==> config.mk <==
export PLATFORM = sky130hd
export DESIGN_NAME = ama_riscv_fetch
export DESIGN_NICKNAME = d
export VERILOG_FILES = /design/src/rtl/ama_riscv_fetch_pkg.sv /design/src/rtl/ama_riscv_fetch_queue.sv /design/src/rtl/ama_riscv_fetch.sv
export SDC_FILE = /design/constraint.sdc
export NUM_CORES = 1
export LEC_CHECK = 0
export ABC_AREA = 1
export BUFFER_PORTS_ARGS = -buffer_cell sky130_fd_sc_hd__buf_2
export CAP_MARGIN = 5
export CORE_MARGIN = 1
export CORE_UTILIZATION = 45
export DETAILED_ROUTE_END_ITERATION = 10
export PLACE_DENSITY = 0.74
export SLEW_MARGIN = 40
export SYNTH_ARGS = -nofsm -noshare
export SYNTH_HDL_FRONTEND = slang
export SYNTH_SLANG_ARGS = --single-unit
==> constraint.sdc <==
create_clock -name clk -period 14 [get_ports clk]
set_input_delay 1.4 -clock clk [delete_from_list [all_inputs] [get_ports clk]]
set_output_delay 1.4 -clock clk [all_outputs]
set_load 0.02 [all_outputs]
==> src/rtl/ama_riscv_fetch_pkg.sv <==
// Shared fetch-stage definitions: reset vector, NOP encoding, IMEM address
// widths, PC select encoding and the fetch queue entry.
package ama_riscv_fetch_pkg;

   localparam int unsigned CORE_ADDR_BUS_W = 14;                   // IMEM word address bits
   localparam int unsigned CORE_ADDR_BUS_B = CORE_ADDR_BUS_W + 2;  // IMEM byte address bits
   localparam logic [31:0] RESET_VECTOR    = 32'h0004_0000;
   localparam logic [31:0] NOP             = 32'h0000_0013;        // addi x0, x0, 0

   typedef enum logic [1:0] {
      PC_SEL_PC   = 2'd0,   // hold
      PC_SEL_INC4 = 2'd1,   // sequential
      PC_SEL_ALU  = 2'd2    // redirect from execute
   } pc_sel_t;

   typedef struct packed {
      logic [31:0] inst;
      logic [31:0] pc;
   } fetch_entry_t;

   // Redirect targets are word aligned by dropping the low bits; no trap.
   function automatic logic [31:0] align_pc(input logic [31:0] pc);
      return {pc[31:2], 2'b00};
   endfunction

endpackage

==> src/rtl/ama_riscv_fetch_queue.sv <==
// First-word-fall-through FIFO of fetch entries. Flush wins over push/pop;
// push on a full queue is accepted only when a pop frees the slot that cycle.
module ama_riscv_fetch_queue
   import ama_riscv_fetch_pkg::*;
#(
   parameter int unsigned DEPTH = 2,
   parameter int unsigned CW    = $clog2(DEPTH + 1)
) (
   input  logic          clk,
   input  logic          rst,
   input  logic          flush_i,
   input  logic          push_i,
   input  logic          pop_i,
   input  fetch_entry_t  din_i,
   output fetch_entry_t  dout_o,
   output logic [CW-1:0] count_o,
   output logic          full_o,
   output logic          empty_o
);

   localparam int unsigned PW = $clog2(DEPTH);

   fetch_entry_t  mem_q [DEPTH];
   logic [PW-1:0] wr_q, rd_q;
   logic [CW-1:0] cnt_q;
   logic          do_push, do_pop;

   assign empty_o = (cnt_q == '0);
   assign full_o  = (cnt_q == CW'(DEPTH));
   assign count_o = cnt_q;
   assign dout_o  = mem_q[rd_q];

   assign do_pop  = pop_i && !empty_o;
   assign do_push = push_i && (!full_o || do_pop);

   // Entry storage; no reset needed since count gates visibility
   always_ff @(posedge clk) begin
      if (do_push && !flush_i) mem_q[wr_q] <= din_i;
   end

   // Pointers and occupancy; flush empties the queue in one cycle
   always_ff @(posedge clk or posedge rst) begin
      if (rst) begin
         wr_q  <= '0;
         rd_q  <= '0;
         cnt_q <= '0;
      end else if (flush_i) begin
         wr_q  <= '0;
         rd_q  <= '0;
         cnt_q <= '0;
      end else begin
         if (do_push) wr_q <= wr_q + PW'(1);
         if (do_pop)  rd_q <= rd_q + PW'(1);
         cnt_q <= cnt_q + CW'(do_push) - CW'(do_pop);
      end
   end

endmodule

==> src/rtl/ama_riscv_fetch.sv <==
// Instruction fetch: owns the PC, issues credit-limited IMEM requests, pairs
// in-order responses with their request PCs and queues them for decode.
// Redirects flush the queue and mark in-flight responses for discard.
module ama_riscv_fetch
   import ama_riscv_fetch_pkg::*;
#(
   parameter logic [31:0] RESET_PC  = RESET_VECTOR,
   parameter int unsigned FQ_DEPTH  = 2,          // power of two, 2..8
   parameter int unsigned MAX_OUTST = FQ_DEPTH,   // <= FQ_DEPTH
   parameter int unsigned AW        = CORE_ADDR_BUS_W
) (
   input  logic          clk,
   input  logic          rst,
   output logic          imem_req_valid,
   input  logic          imem_req_ready,
   output logic [AW-1:0] imem_req_addr,
   input  logic          imem_rsp_valid,
   input  logic [31:0]   imem_rsp_data,
   input  logic          redir_valid,
   input  logic [31:0]   redir_pc,
   output logic          dec_valid,
   input  logic          dec_ready,
   output logic [31:0]   dec_inst,
   output logic [31:0]   dec_pc
);

   localparam int unsigned OW = $clog2(MAX_OUTST + 1);
   localparam int unsigned CW = $clog2(FQ_DEPTH + 1);
   localparam int unsigned PW = $clog2(FQ_DEPTH);

   logic [31:0]   pc_q, pc_d;
   logic [OW-1:0] outst_q, outst_d;
   logic [OW-1:0] discard_q, discard_d;
   logic          rst_q;
   pc_sel_t       pc_sel;

   logic          req_acc, rsp_take, rsp_drop, fq_push, fq_pop;
   logic          fq_full, fq_empty;
   logic [CW-1:0] fq_cnt;
   fetch_entry_t  fq_din, fq_head;

   // PC FIFO: one entry per outstanding request, popped by every response
   // (kept or dropped), so it is never flushed by a redirect.
   logic [31:0]   pcf_q [FQ_DEPTH];
   logic [PW-1:0] pcf_wr_q, pcf_rd_q;

   assign req_acc  = imem_req_valid && imem_req_ready;
   assign rsp_take = imem_rsp_valid && (outst_q != '0);   // stray responses ignored
   assign rsp_drop = rsp_take && (discard_q != '0);
   assign fq_push  = rsp_take && !rsp_drop;
   assign fq_pop   = dec_valid && dec_ready;

   // Credit rule: every request in flight already owns a queue slot
   assign imem_req_valid = !rst_q && !redir_valid
                        && ((32'(outst_q) + 32'(fq_cnt)) < FQ_DEPTH)
                        && (32'(outst_q) < MAX_OUTST);
   assign imem_req_addr  = pc_q[AW+1:2];

   assign fq_din = '{inst: imem_rsp_data, pc: pcf_q[pcf_rd_q]};

   assign dec_valid = !fq_empty;
   assign dec_inst  = dec_valid ? fq_head.inst : NOP;
   assign dec_pc    = dec_valid ? fq_head.pc   : 32'd0;

   assign outst_d = outst_q + OW'(req_acc) - OW'(rsp_take);

   // Next-PC source: redirect beats sequential advance
   always_comb begin
      pc_sel = PC_SEL_PC;
      if (redir_valid)  pc_sel = PC_SEL_ALU;
      else if (req_acc) pc_sel = PC_SEL_INC4;
   end

   // Next-PC value
   always_comb begin
      pc_d = pc_q;
      case (pc_sel)
         PC_SEL_ALU:  pc_d = align_pc(redir_pc);
         PC_SEL_INC4: pc_d = pc_q + 32'd4;
         default:     pc_d = pc_q;
      endcase
   end

   // Redirect marks everything still in flight as stale
   always_comb begin
      discard_d = discard_q;
      if (redir_valid)   discard_d = outst_d;
      else if (rsp_drop) discard_d = discard_q - OW'(1);
   end

   // Holds off the first request until the cycle after reset release
   always_ff @(posedge clk or posedge rst) begin
      if (rst) rst_q <= 1'b1;
      else     rst_q <= 1'b0;
   end

   // PC and in-flight bookkeeping
   always_ff @(posedge clk or posedge rst) begin
      if (rst) begin
         pc_q      <= RESET_PC;
         outst_q   <= '0;
         discard_q <= '0;
      end else begin
         pc_q      <= pc_d;
         outst_q   <= outst_d;
         discard_q <= discard_d;
      end
   end

   // Request PC storage
   always_ff @(posedge clk) begin
      if (req_acc) pcf_q[pcf_wr_q] <= pc_q;
   end

   // Request PC FIFO pointers
   always_ff @(posedge clk or posedge rst) begin
      if (rst) begin
         pcf_wr_q <= '0;
         pcf_rd_q <= '0;
      end else begin
         if (req_acc)  pcf_wr_q <= pcf_wr_q + PW'(1);
         if (rsp_take) pcf_rd_q <= pcf_rd_q + PW'(1);
      end
   end

   ama_riscv_fetch_queue #(.DEPTH(FQ_DEPTH)) u_fq (
      .clk     (clk),
      .rst     (rst),
      .flush_i (redir_valid),
      .push_i  (fq_push),
      .pop_i   (fq_pop),
      .din_i   (fq_din),
      .dout_o  (fq_head),
      .count_o (fq_cnt),
      .full_o  (fq_full),
      .empty_o (fq_empty)
   );

   // Responses with nothing outstanding are dropped; outside the reset
   // window they indicate an IMEM protocol problem.
   a_no_stray_rsp: assert property (@(posedge clk) disable iff (rst || rst_q)
      !(imem_rsp_valid && (outst_q == '0)));

   a_discard_le_outst: assert property (@(posedge clk) disable iff (rst)
      discard_q <= outst_q);

   a_no_overflow: assert property (@(posedge clk) disable iff (rst)
      !(fq_push && fq_full && !fq_pop && !redir_valid));

endmodule
# == After elaboration in Yosys (flattened, before gate mapping) ==
# Memories as Yosys holds them, arrays and structs flattened.
# Cells that the tools add are included.
# totals
register_bits,43
ramBits,192
input_bits,70
output_inout_bits,80
word_cells,67
n_memories,2
# op_classes
n_addsub,11
order_cmp,2
n_eq_ne,3
muxes,16
reduce_logical,24
# memory_table
name,words,width,read_ports,rd_ports_with_merged_regs,write_ports,line,rtl
u_fq.mem_q,2,64,1,0,1,ama_riscv_fetch_queue.sv:23,fetch_entry_t mem_q [DEPTH];
pcf_q,2,32,1,0,1,ama_riscv_fetch.sv:44,logic [31:0] pcf_q [FQ_DEPTH];
# ops
cell,n
$mux W32,2
$pmux W32 S2,1
$add A32 B3 Y32 const B,1
$reduce_bool A2 Y1,6
$logic_and A1 B1 Y1,11
$mux W1,9
$mux W2,4
$logic_not A1 Y1,5
$add A1 B1 Y1 const B,4
$add A2 B1 Y2,2
$eq A2 B2 Y1 const B,2
$sub A2 B1 Y2,2
$add A2 B2 Y3,1
$lt A3 B2 Y1 const B,1
$eq A2 B1 Y1 const B,1
$logic_not A2 Y1,1
$lt A2 B2 Y1 const B,1
$sub A2 B1 Y2 const B,1
$logic_or A1 B1 Y1,1

# == Logic depth before layout (Yosys ltp) ==
# depth
depth_word,9
depth_mapped,15
mapped_depth_nobuf,14

# == By module ==
# Synthesis repeated with hierarchy kept, for this count alone.
# unflattened
hier_cells,1084
hier_area_um2,10376.2
# modules_own_cells
mod,instances,cells_each,area_each_um2,seq_area_each_um2
ama_riscv_fetch,1,710,5420.2,2730.1
ama_riscv_fetch_queue,1,374,4956.0,3943.8

# == Worst setup path after synthesis ==
# No wires, ideal clock.
# synth_timing
path_type,in2reg
start,in redir_valid
end,"mem u_fq.mem_q[1][10] (netlist bit), enable pin"
setup_time_ps,635
arrival_ps,7718
required_ps,13365
path_slack_ps,5647
cell_stages,4
path_buffers,1
path_cell_list,buf_6 -> clkinv_1 -> nand2_1 -> nor4_1
# synth_between
elab_chain_cells,4
# synth_lines
item,line,rtl
start: declaration,ama_riscv_fetch.sv:19,"input logic redir_valid,"
$logic_not A1 Y1,ama_riscv_fetch_queue.sv:38,if (do_push && !flush_i) mem_q[wr_q] <= din_i;
$logic_and A1 B1 Y1,ama_riscv_fetch_queue.sv:38,
$mux W1,ama_riscv_fetch_queue.sv:38,
$mux W1 (implied by the code),ama_riscv_fetch_queue.sv:38,
end: declaration,ama_riscv_fetch_queue.sv:23,
# No other way between the ends.

# == Final worst setup path ==
# layout_timing
start,reg u_fq.rd_q
end,out dec_pc[5]
# layout_between
elab_chain_cells,2
# layout_lines
item,line,rtl
start: declaration,ama_riscv_fetch_queue.sv:24,"logic [PW-1:0] wr_q, rd_q;"
start signal: assignment,ama_riscv_fetch_queue.sv:53,if (do_pop) rd_q <= rd_q + PW'(1);
$mem_v2 Z2 W64,--,
$mux W32,ama_riscv_fetch.sv:63,assign dec_pc = dec_valid ? fq_head.pc : 32'd0;
end: declaration,ama_riscv_fetch.sv:24,output logic [31:0] dec_pc
# No other way between the ends.

==> results.tsv <==
stage	metric	value	unit
grt	grt_pass1_vias	6433	
setup_path	crit_chain	buf_4 -> inv_4 -> nand2_1 -> a21oi_1 -> buf_2	
setup_path	critPathCaptureType	output pin	
hold_path	hold_depth	0	
grt	grt_pass1_wl	32.78	mm
die	io_pins	150	
die	die_area	0.02231	mm^2
run_status	outcome	finished, final reports clean	
route	drc	0	
route	ant_nets	0	
cts	ctsResizeCount	0	
timing	finalSetupViolCount	0	
setup_path	path_depth	5	
power	p_int	1.325	mW
setup_path	required	12.60	ns
route	initialDrtViolationCount	445	
power	power_frac_clock	27.6	%
yosys	synth_common_cells	374 x nand2_1, 184 x edfxtp_1, 62 x a21oi_1	
yosys	synth-warning-count	0	
power	swShare	35.67	%
timing	final_hold_viol_count	0	
grt	antenna_found_initial	0	
route	wirelength	20.63	mm
route	vias	6860	
cts	hold_buffers	0	
yosys	yosysTopAreaCellShare	56.55	%
final_layout	antenna_cells	0	
power	switching_power	735.1	uW
yosys	yosysTopAreaCell	edfxtp_1	
timing	final.min_clock_period	3.797	ns
yosys	synth_edf_count	184	
die	rows	53	
power	p_seq_share	42.9	%
power	power_frac_comb	29.4	%
yosys	synth_seq_area_share	67.08	%
yosys	ys_ff_latch	225	
cts	cts.sink_count	225	
setup_path	path_buf_inv	3	
timing	clock.fmax	263.4	MHz
route	drt_first_pass_iters	6	
timing	fin_tns_setup	0	ns
die	fp.dieW	149.4	um
placed_design	placed_cells	1320	
setup_path	crit_path_start_kind	register	
yosys	netlist_top_cells_area	edfxtp_1 57%, nand2_1 14%, dfrtp_1 10%, a21oi_1 3.2%, nand3_1 2.4%	
final_layout	fin_nets	1147	
yosys	avgSynthCellArea	10.38	um^2
yosys	synth.most_common_cell	nand2_1	
power	p_per_area	181.0	mW/mm^2
yosys	syn_area	0.009771	mm^2
final_layout	final_cells	1362	
yosys	syn-instance-count	941	
cts	cts_setup_buffers	0	
final_layout	drive_above_1_share	19.96	%
placed_design	gp_congestion	0.8567	
setup_path	ff2ff_path_depth	14	
timing	slew_headroom	49.29	%
cts	clkTransAtPathRegs	0.06	ns
grt	grt_max_degree	66	
timing	slew_viol_final	0	
placed_design	portBuffers	145	
grt	grt_use_total	18.72	%
setup_path	critPathMaxStageDelay	0.62	ns
setup_path	critical_path_class	register to output pin	
cts	cts.htree.levels	1	
cts	root_buffer	clkbuf_16	
route	avgViaCountPerCell	5.037	
yosys	synth_flop_cell	edfxtp_1	
die	core-area	0.02115	mm^2
die	initial_core_util	46.19	%
cts	numCtsBuffers	23	
final_layout	areaGrowthSynthToFinish	16.53	%
job	drv_cap	0	
placed_design	hpwl	12.94	mm
timing	rsz0062_at_grt	false	
cts	cts_tree	built	
setup_path	crit_fanout	65	
power	p_leak	4.704	nW
cts	clk_path_buf_depth	3	
power	ir_drop	129.2	uV
timing	fin_skew	0.01136	ns
grt	gr-total-overflow	0	
setup_path	cpLargestDelayFamily	buffers and inverters	
route	wl_per_cell	15.14	um
yosys	ys_types	37	
setup_path	critPathSlowestCell	inv_4	
die	fp.dieH	149.4	um
cts	clk_latency	0.51	ns
timing	tightest_slew	0.7606	ns
setup_path	critPathArrivalTime	2.40	ns
yosys	ys_async_sr_fraction	18.22	%
timing	finalCritPeriodShare	27.12	%
hold_path	hold_class	register to register	
## worst reg2reg max path, stage by stage, from the launching register on
cell and delay (ns):
dfrtp_1 0.42, nand2_1 0.08, inv_1 0.05, fa_1 0.43, nor2_1 0.14, nand3_2 0.13, inv_2 0.08, nand2_2 0.23
ha_1 0.38, inv_1 0.04, ha_1 0.18, xnor2_1 0.18, xor2_1 0.21, nand2_1 0.07, o211ai_1 0.09
## power groups by stage
stage	Combinational (mW)	Clock [mW]	Sequential (mW)
after floorplan	0.430	0	0.878
after global placement	0.599	0	0.893
after detailed placement	0.614	0	0.896
after CTS	0.616	0.578	0.883
after global routing	0.680	0.607	0.892
final	0.607	0.570	0.884
## area by class of cell
cell class / instances / area, um^2
multi-input cells: 617 / 2785
clock inverters: 11 / 81.33
repair buffers: 154 / 815.8
flip-flops and latches: 225 / 6555
well taps: 275 / 344.1
inverters: 49 / 188.9
clock buffers: 31 / 615.6
fillers: 1793 / 9768
## kinds of logic after synthesis
group                      Yosys count  synth area share [%]
AOI/OAI and AO/OA                   91                 4.981
xor gates and xnor gates             9                0.8068
adders and majority gates            7                0.9732
buffers and inverters              101                 4.866
DFF                                225                 67.08
other                                1               0.03838
and+or+nand+nor                    507                 21.26
## placed cells by master (no fill, tap or decap), types with 4 or more instances in the layout
cell,n
xor2_1,6
nor2_1,54
inv_1,44
buf_4,5
dfrtp_1,38
clkinv_1,5
clkinv_2,4
nand3_1,47
nor2_4,11
nor2_2,5
ha_1,6
clkbuf_1,7
a21oi_1,62
nand2_2,4
buf_2,145
o21ai_0,14
nand2_1,374
clkbuf_16,23
o211ai_1,9
edfxtp_1,184
## final timing paths
check                                startpoint            to  slack (ns)
worst max-delay path                  u_fq.rd_q     dec_pc[5]       10.20
worst min-delay path                   pc_q[31]  pcf_q[1][31]        0.52
worst max register to register  u_fq.count_o[0]  discard_q[1]       11.22
worst min register to register         pc_q[31]  pcf_q[1][31]        0.52
max in group asynchronous                   rst     u_fq.rd_q       12.57
min in group asynchronous                   rst       pc_q[3]        1.02
## per-stage QoR
step                hold WS (ns)  power (mW)  worst slack, ns  instance area (um^2)  utilization [%]
floorplan                 0.4580       1.307            5.647                  9778                -
global placement          0.4889       1.491            10.40                 10650            50.34
detailed placement        0.4965       1.510            10.40                 10680            50.49
CTS                       0.5101       2.078            10.14                 11380            53.79
global route              0.5251       2.179            10.02                 11390            53.82
finish                    0.5154       2.061            10.20                 11390            53.82
## sequential cells by signal, summed over array words and instances, names as in the netlist
register	count
discard_q	2
outst_q	2
pc_q	30
pcf_q	60
pcf_rd_q	1
pcf_wr_q	1
rst_q	1
u_fq.count_o	2
u_fq.mem_q	124
u_fq.rd_q	1
u_fq.wr_q	1
## metal layers
layer  routed length, um  share of wire, %  GRT usage, %  vias to the layer above
li1                    -                 -             -                     3375
met1                8962                43         24.91                     3210
met2                9783                47         30.97                      243
met3                1486               7.2         3.761                       32
met4                 393               1.9         5.408                        0
met5                   0                 0             0                        -
Power figures use the tool's default switching activity.
